**config.mk**
```make
export PLATFORM = sky130hd
export DESIGN_NAME = rr_port_arbiter
export DESIGN_NICKNAME = d
export VERILOG_FILES = /design/src/rtl/rr_port_arbiter.sv
export SDC_FILE = /design/constraint.sdc
export NUM_CORES = 1
export LEC_CHECK = 0
export CAP_MARGIN = 20
export CELL_PAD_IN_SITES_DETAIL_PLACEMENT = 0
export CELL_PAD_IN_SITES_GLOBAL_PLACEMENT = 1
export CORE_ASPECT_RATIO = 1.75
export CORE_MARGIN = 8
export CORE_UTILIZATION = 41
export CTS_CLUSTER_DIAMETER = 50
export DETAILED_ROUTE_END_ITERATION = 10
export PLACE_DENSITY = 0.94
export SLEW_MARGIN = 0
export SYNTH_ARGS = -nofsm -noshare
export SYNTH_HDL_FRONTEND = slang
export SYNTH_SLANG_ARGS = --single-unit
```
**constraint.sdc**
```tcl
create_clock -name clk -period 8.2 [get_ports clk]
set_clock_uncertainty 0.2 [all_clocks]
set_input_delay 1.64 -clock clk [delete_from_list [all_inputs] [get_ports clk]]
set_output_delay 1.64 -clock clk [all_outputs]
set_load 0.005 [all_outputs]
```
**src/rtl/rr_port_arbiter.sv**
```systemverilog
// rr_port_arbiter
//   Round-robin arbiter for one router output port. Each input's next-hop
//   address is decoded against PORT_ID. One requester is granted per cycle
//   from a rotating pointer, and the grant is held from head to tail of a
//   packet. Downstream buffer credits are tracked by a local counter.
//
// Ports
//   clk              clock
//   reset            synchronous, active-low reset
//   req_valid_i      [NUM_IN]         flit present at input i
//   req_addr_i       [NUM_IN*ADDR_W]  next-hop address, input i at [i*ADDR_W +: ADDR_W]
//   req_tail_i       [NUM_IN]         flit at input i is a tail (single-flit packet: 1)
//   credit_return_i  1                downstream freed one buffer slot
//   grant_o          [NUM_IN]         one-hot grant, combinational
//   grant_idx_o      [IDX_W]          index of granted input, 0 when no grant
//   grant_valid_o    1                any grant this cycle
//   credit_cnt_o     [CNT_W]          current credit count
//   locked_o         1                arbiter holds a packet lock
//   credit_ovf_o     1                credit returned while already full (1-cycle pulse)
module rr_port_arbiter #(
  parameter int NUM_IN  = 5,
  parameter int ADDR_W  = 3,
  parameter int PORT_ID = 1,
  parameter int CREDITS = 4,
  parameter int IDX_W   = $clog2(NUM_IN),
  parameter int CNT_W   = $clog2(CREDITS + 1)
) (
  input  logic                     clk,
  input  logic                     reset,
  input  logic [NUM_IN-1:0]        req_valid_i,
  input  logic [NUM_IN*ADDR_W-1:0] req_addr_i,
  input  logic [NUM_IN-1:0]        req_tail_i,
  input  logic                     credit_return_i,
  output logic [NUM_IN-1:0]        grant_o,
  output logic [IDX_W-1:0]         grant_idx_o,
  output logic                     grant_valid_o,
  output logic [CNT_W-1:0]         credit_cnt_o,
  output logic                     locked_o,
  output logic                     credit_ovf_o
);

  typedef enum logic {IDLE, LOCKED} state_t;

  state_t            state, state_nxt;
  logic [IDX_W-1:0]  ptr, ptr_nxt;
  logic [IDX_W-1:0]  owner, owner_nxt;
  logic [CNT_W-1:0]  credit_cnt;
  logic              credit_ovf;
  logic [NUM_IN-1:0] req;
  logic              can_send;
  logic              rr_found;
  logic [IDX_W-1:0]  rr_sel;

  // Increment with wrap at NUM_IN-1, so non-power-of-two port counts work.
  function automatic logic [IDX_W-1:0] inc_wrap(input logic [IDX_W-1:0] v);
    return (v == IDX_W'(NUM_IN - 1)) ? '0 : v + 1'b1;
  endfunction

  // Request qualification: valid, addressed to this port, and never a U-turn.
  always_comb begin
    for (int i = 0; i < NUM_IN; i++) begin
      req[i] = req_valid_i[i]
               && (req_addr_i[i*ADDR_W +: ADDR_W] == ADDR_W'(PORT_ID))
               && (i != PORT_ID);
    end
  end

  assign can_send = (credit_cnt != '0);

  // Scan ptr, ptr+1, ... modulo NUM_IN; the first requester found wins.
  always_comb begin
    int cand;
    rr_found = 1'b0;
    rr_sel   = '0;
    cand     = 0;
    for (int k = 0; k < NUM_IN; k++) begin
      cand = int'(ptr) + k;
      if (cand >= NUM_IN) cand = cand - NUM_IN;
      if (!rr_found && req[cand]) begin
        rr_found = 1'b1;
        rr_sel   = IDX_W'(cand);
      end
    end
  end

  // Next-state and grant logic. While reset is low every combinational
  // output stays at its default of zero.
  always_comb begin
    // NOTE: every signal gets a default before any branch, so no path can
    // leave one unassigned and infer a latch.
    state_nxt   = state;
    ptr_nxt     = ptr;
    owner_nxt   = owner;
    grant_o     = '0;
    grant_idx_o = '0;
    if (reset) begin
      unique case (state)
        IDLE: begin
          if (rr_found && can_send) begin
            grant_o[rr_sel] = 1'b1;
            grant_idx_o     = rr_sel;
            if (req_tail_i[rr_sel]) begin
              ptr_nxt = inc_wrap(rr_sel);
            end else begin
              state_nxt = LOCKED;
              owner_nxt = rr_sel;
            end
          end
        end
        LOCKED: begin
          // Only the owner may proceed; a bubble or lack of credit just waits.
          if (req[owner] && can_send) begin
            grant_o[owner] = 1'b1;
            grant_idx_o    = owner;
            if (req_tail_i[owner]) begin
              state_nxt = IDLE;
              ptr_nxt   = inc_wrap(owner);
            end
          end
        end
        default: state_nxt = IDLE;
      endcase
    end
  end

  assign grant_valid_o = |grant_o;
  assign locked_o      = reset && (state == LOCKED);
  assign credit_cnt_o  = credit_cnt;
  assign credit_ovf_o  = credit_ovf;

  // NOTE: sequential state uses non-blocking assignments so every register
  // samples pre-edge values regardless of statement order.
  always_ff @(posedge clk) begin
    if (!reset) begin
      state      <= IDLE;
      ptr        <= '0;
      owner      <= '0;
      credit_cnt <= CNT_W'(CREDITS);
      credit_ovf <= 1'b0;
    end else begin
      state <= state_nxt;
      ptr   <= ptr_nxt;
      owner <= owner_nxt;
      // A grant needs a nonzero count, so the decrement never underflows.
      // A return at full count saturates and raises the overflow pulse.
      unique case ({grant_valid_o, credit_return_i})
        2'b10:   credit_cnt <= credit_cnt - CNT_W'(1);
        2'b01:   if (credit_cnt != CNT_W'(CREDITS)) credit_cnt <= credit_cnt + CNT_W'(1);
        default: credit_cnt <= credit_cnt;
      endcase
      credit_ovf <= credit_return_i && !grant_valid_o
                    && (credit_cnt == CNT_W'(CREDITS));
    end
  end

endmodule

```
==> impl_metrics.ini <==
[sta]
max_freq_mhz = 143
fin_crit_sh_pct = 85.0
fin_setup_tns_ns = 0
maxSlewHeadroom_pct = 42.1
fin_crit_ns = 6.97
grt_setup_unrepaired = no
worstMarginPinSlew_ns = 0.856
maxSlewViolCount = 0
setup_viol = 0
hold_viol = 0

[routing]
totalWireLength_um = 6440
drcViolationCount = 0
vias = 2318
first_pass_iters = 4
drt.antenna.violating_nets = 0
wl_per_cell_um = 17.8
avgViaCountPerCell = 6.40
drtIter0Drc = 139

[layout]
drive_above_1_share_pct = 7.79
finalNetCount = 352
num_antenna_cells = 0
area_delta_synth_final_pct = 20.4
fin_cells = 362

[clock_network]
htreeDepth = 1
postCtsSetupBuffers = 0
cts_sinks = 11
clk_pin_slew_ns = 0.05
ctsHoldBuffers = 0
clock-root-buffer = clkbuf_8
clk_latency_ns = 0.24
cts_tree = yes
cts_resized = 0
numCtsBuffers = 3
cts.path.max_buffers = 2

[synthesis]
avgSynthCellArea_um2 = 7.49
synth.distinct_cells = 73
synth_cells = 277
async_flop_share_pct = 0
synth-edff-count = 0
synthesis.area_um2 = 2080
synth-seq-cells = 11
yosys_warnings = 0
ys_top_cells_by_area = dfxtp_1 11%, ha_1 8.4%, nor2_1 4.5%
synth_top_area_share_pct = 10.6
syn_nets = 320
yosysSeqAreaShare_pct = 10.6
ys.flop_type = dfxtp_1
yosys.area.top_type = dfxtp_1

[pwr]
p_sw_share_pct = 52.2
p_comb_share_pct = 82.9
clkPwrFrac_pct = 5.7
switchingPower_mw = 0.493
p_per_area_nw_per_um2 = 378
cellLeakagePower_nw = 0.984
p_seq_share_pct = 11.4
internal_power_mw = 0.452
peakVddDrop_uv = 315

[global_route]
grt_usage_pct = 16.1
grt_max_degree = 19
antenna_found_initial = 0
grt_pass1_vias = 2359
grt_pass1_wl_um = 10600
overflow = 0

[place]
portBuffers = 36
hpwl_um = 5210
place_congestion = 0.936
placed_cells = 358

[setup_path]
required_ns = 6.36
cp-start-kind = input port
crit_type = input port to output port
crit_path_end_kind = output port
cp.arrival_ns = 5.13
cp_max_fo = 4
setup.worst_path.start = req_valid_i[0]
timing.rr.start = ptr[1]$_SDFFE_PN0P_

[run_status]
status = finished clean

[floorplan]
initial_core_util_pct = 42.1
ios = 42
die_h_um = 110
die_w_um = 69.8
num_rows = 34
core_area_um2 = 4930
die_area_um2 = 7690

[run]
maxCapViolCount = 0

[min_path]
hp-start = credit_cnt_o[2]$_SDFFE_PN1P_
hold_path_class = register to register
-- metal layers --
layer	GRT usage [%]	vias up	part of all wire [%]
met1	14.4	1103	37
met3	2.24	24	3.3
met5	0	-	0
met2	33.5	64	56
li1	-	1127	-
met4	7.94	0	3.8
-- state kept, by name (all words and copies together), names as in the netlist --
register      cells
credit_cnt_o      3
owner             3
ptr               3
credit_ovf_o      1
state             1
-- kinds of logic after synthesis --
family	after synthesis	synth area share [%]
buffers and inverters	28	6.39
adders and majority gates	15	9.40
and+or+nand+nor	107	28.4
DFF	11	10.6
muxes	8	4.04
xor gates and xnor gates	3	1.63
AOI/OAI and AO/OA	104	39.4
other	1	0.181
-- cells in the final DEF, fill, tap and decap left out, types with 6 or more instances in the layout --
cell	instances
nor3_1	18
nor2b_1	6
clkdlybuf4s50_1	36
nand2_1	20
inv_1	15
nor2_1	25
ha_1	14
a211oi_1	7
a31oi_1	8
mux2i_1	7
a21oi_1	18
o21ai_0	14
dfxtp_1	11
-- synth_stat cells (4+ instances only) --
master     n
nor2_1    25
nand2_1   20
a21oi_1   18
nor3_1    18
inv_1     15
ha_1      14
o21ai_0   14
dfxtp_1   11
a31oi_1    8
a211oi_1   7
mux2i_1    7
nor2b_1    6
a211o_1    5
nand3_1    5
o211ai_1   5
or3_1      5
buf_2      4
clkbuf_1   4
nand2b_1   4
o22ai_1    4
-- critical path, stage by stage --
cell,delay (ns)
clkdlybuf4s50_1,0.47
nor4bb_1,0.75
a211o_1,0.20
mux2i_2,0.10
or3_1,0.37
o211ai_1,0.13
and3_1,0.24
inv_1,0.11
nor3_1,0.29
o21ai_0,0.17
a21oi_1,0.15
clkdlybuf4s50_1,0.51
-- per-stage QoR --
| stage | setup slack (ns) | total power, mW | hold WS [ns] | instance area (µm²) | utilization, % |
|---|---|---|---|---|---|
| floorplan | 2.70 | 0.679 | 0.290 | 2080 | - |
| global placement | 1.28 | 0.873 | 0.317 | 2450 | 49.7 |
| detailed placement | 1.25 | 0.884 | 0.325 | 2450 | 49.7 |
| CTS | 1.25 | 0.942 | 0.337 | 2500 | 50.6 |
| global route | 0.915 | 1.04 | 0.358 | 2500 | 50.6 |
| finish | 1.23 | 0.946 | 0.338 | 2500 | 50.6 |
-- worst paths after layout --
kind                                                      to  slack [ns]  depth (start not counted)
worst min register to register       credit_ovf_o$_SDFF_PN0_        0.34                          2
worst max-delay path                              grant_o[0]        1.23                         12
worst max register to register  credit_cnt_o[2]$_SDFFE_PN1P_        3.30                         16
worst min-delay path                 credit_ovf_o$_SDFF_PN0_        0.34                          2
-- power groups by stage --
stage / Sequential [mW] / Combinational [mW] / Clock (mW)
CTS: 0.108 / 0.780 / 0.0546
finish: 0.108 / 0.784 / 0.0539
detailed placement: 0.109 / 0.776 / 0
floorplan: 0.0896 / 0.590 / 0
global route: 0.112 / 0.867 / 0.0580
global placement: 0.108 / 0.765 / 0
-- area by class of cell --
class                           instances  area [µm²]
Fill cell                             509        2440
Multi-Input combinational cell        238        1720
Timing Repair Buffer                   39         383
Tap cell                               54        67.6
Sequential cell                        11         220
Inverter                               16        60.1
Clock buffer                            4        45.0
No activity file was read; power rests on OpenSTA's default activity.
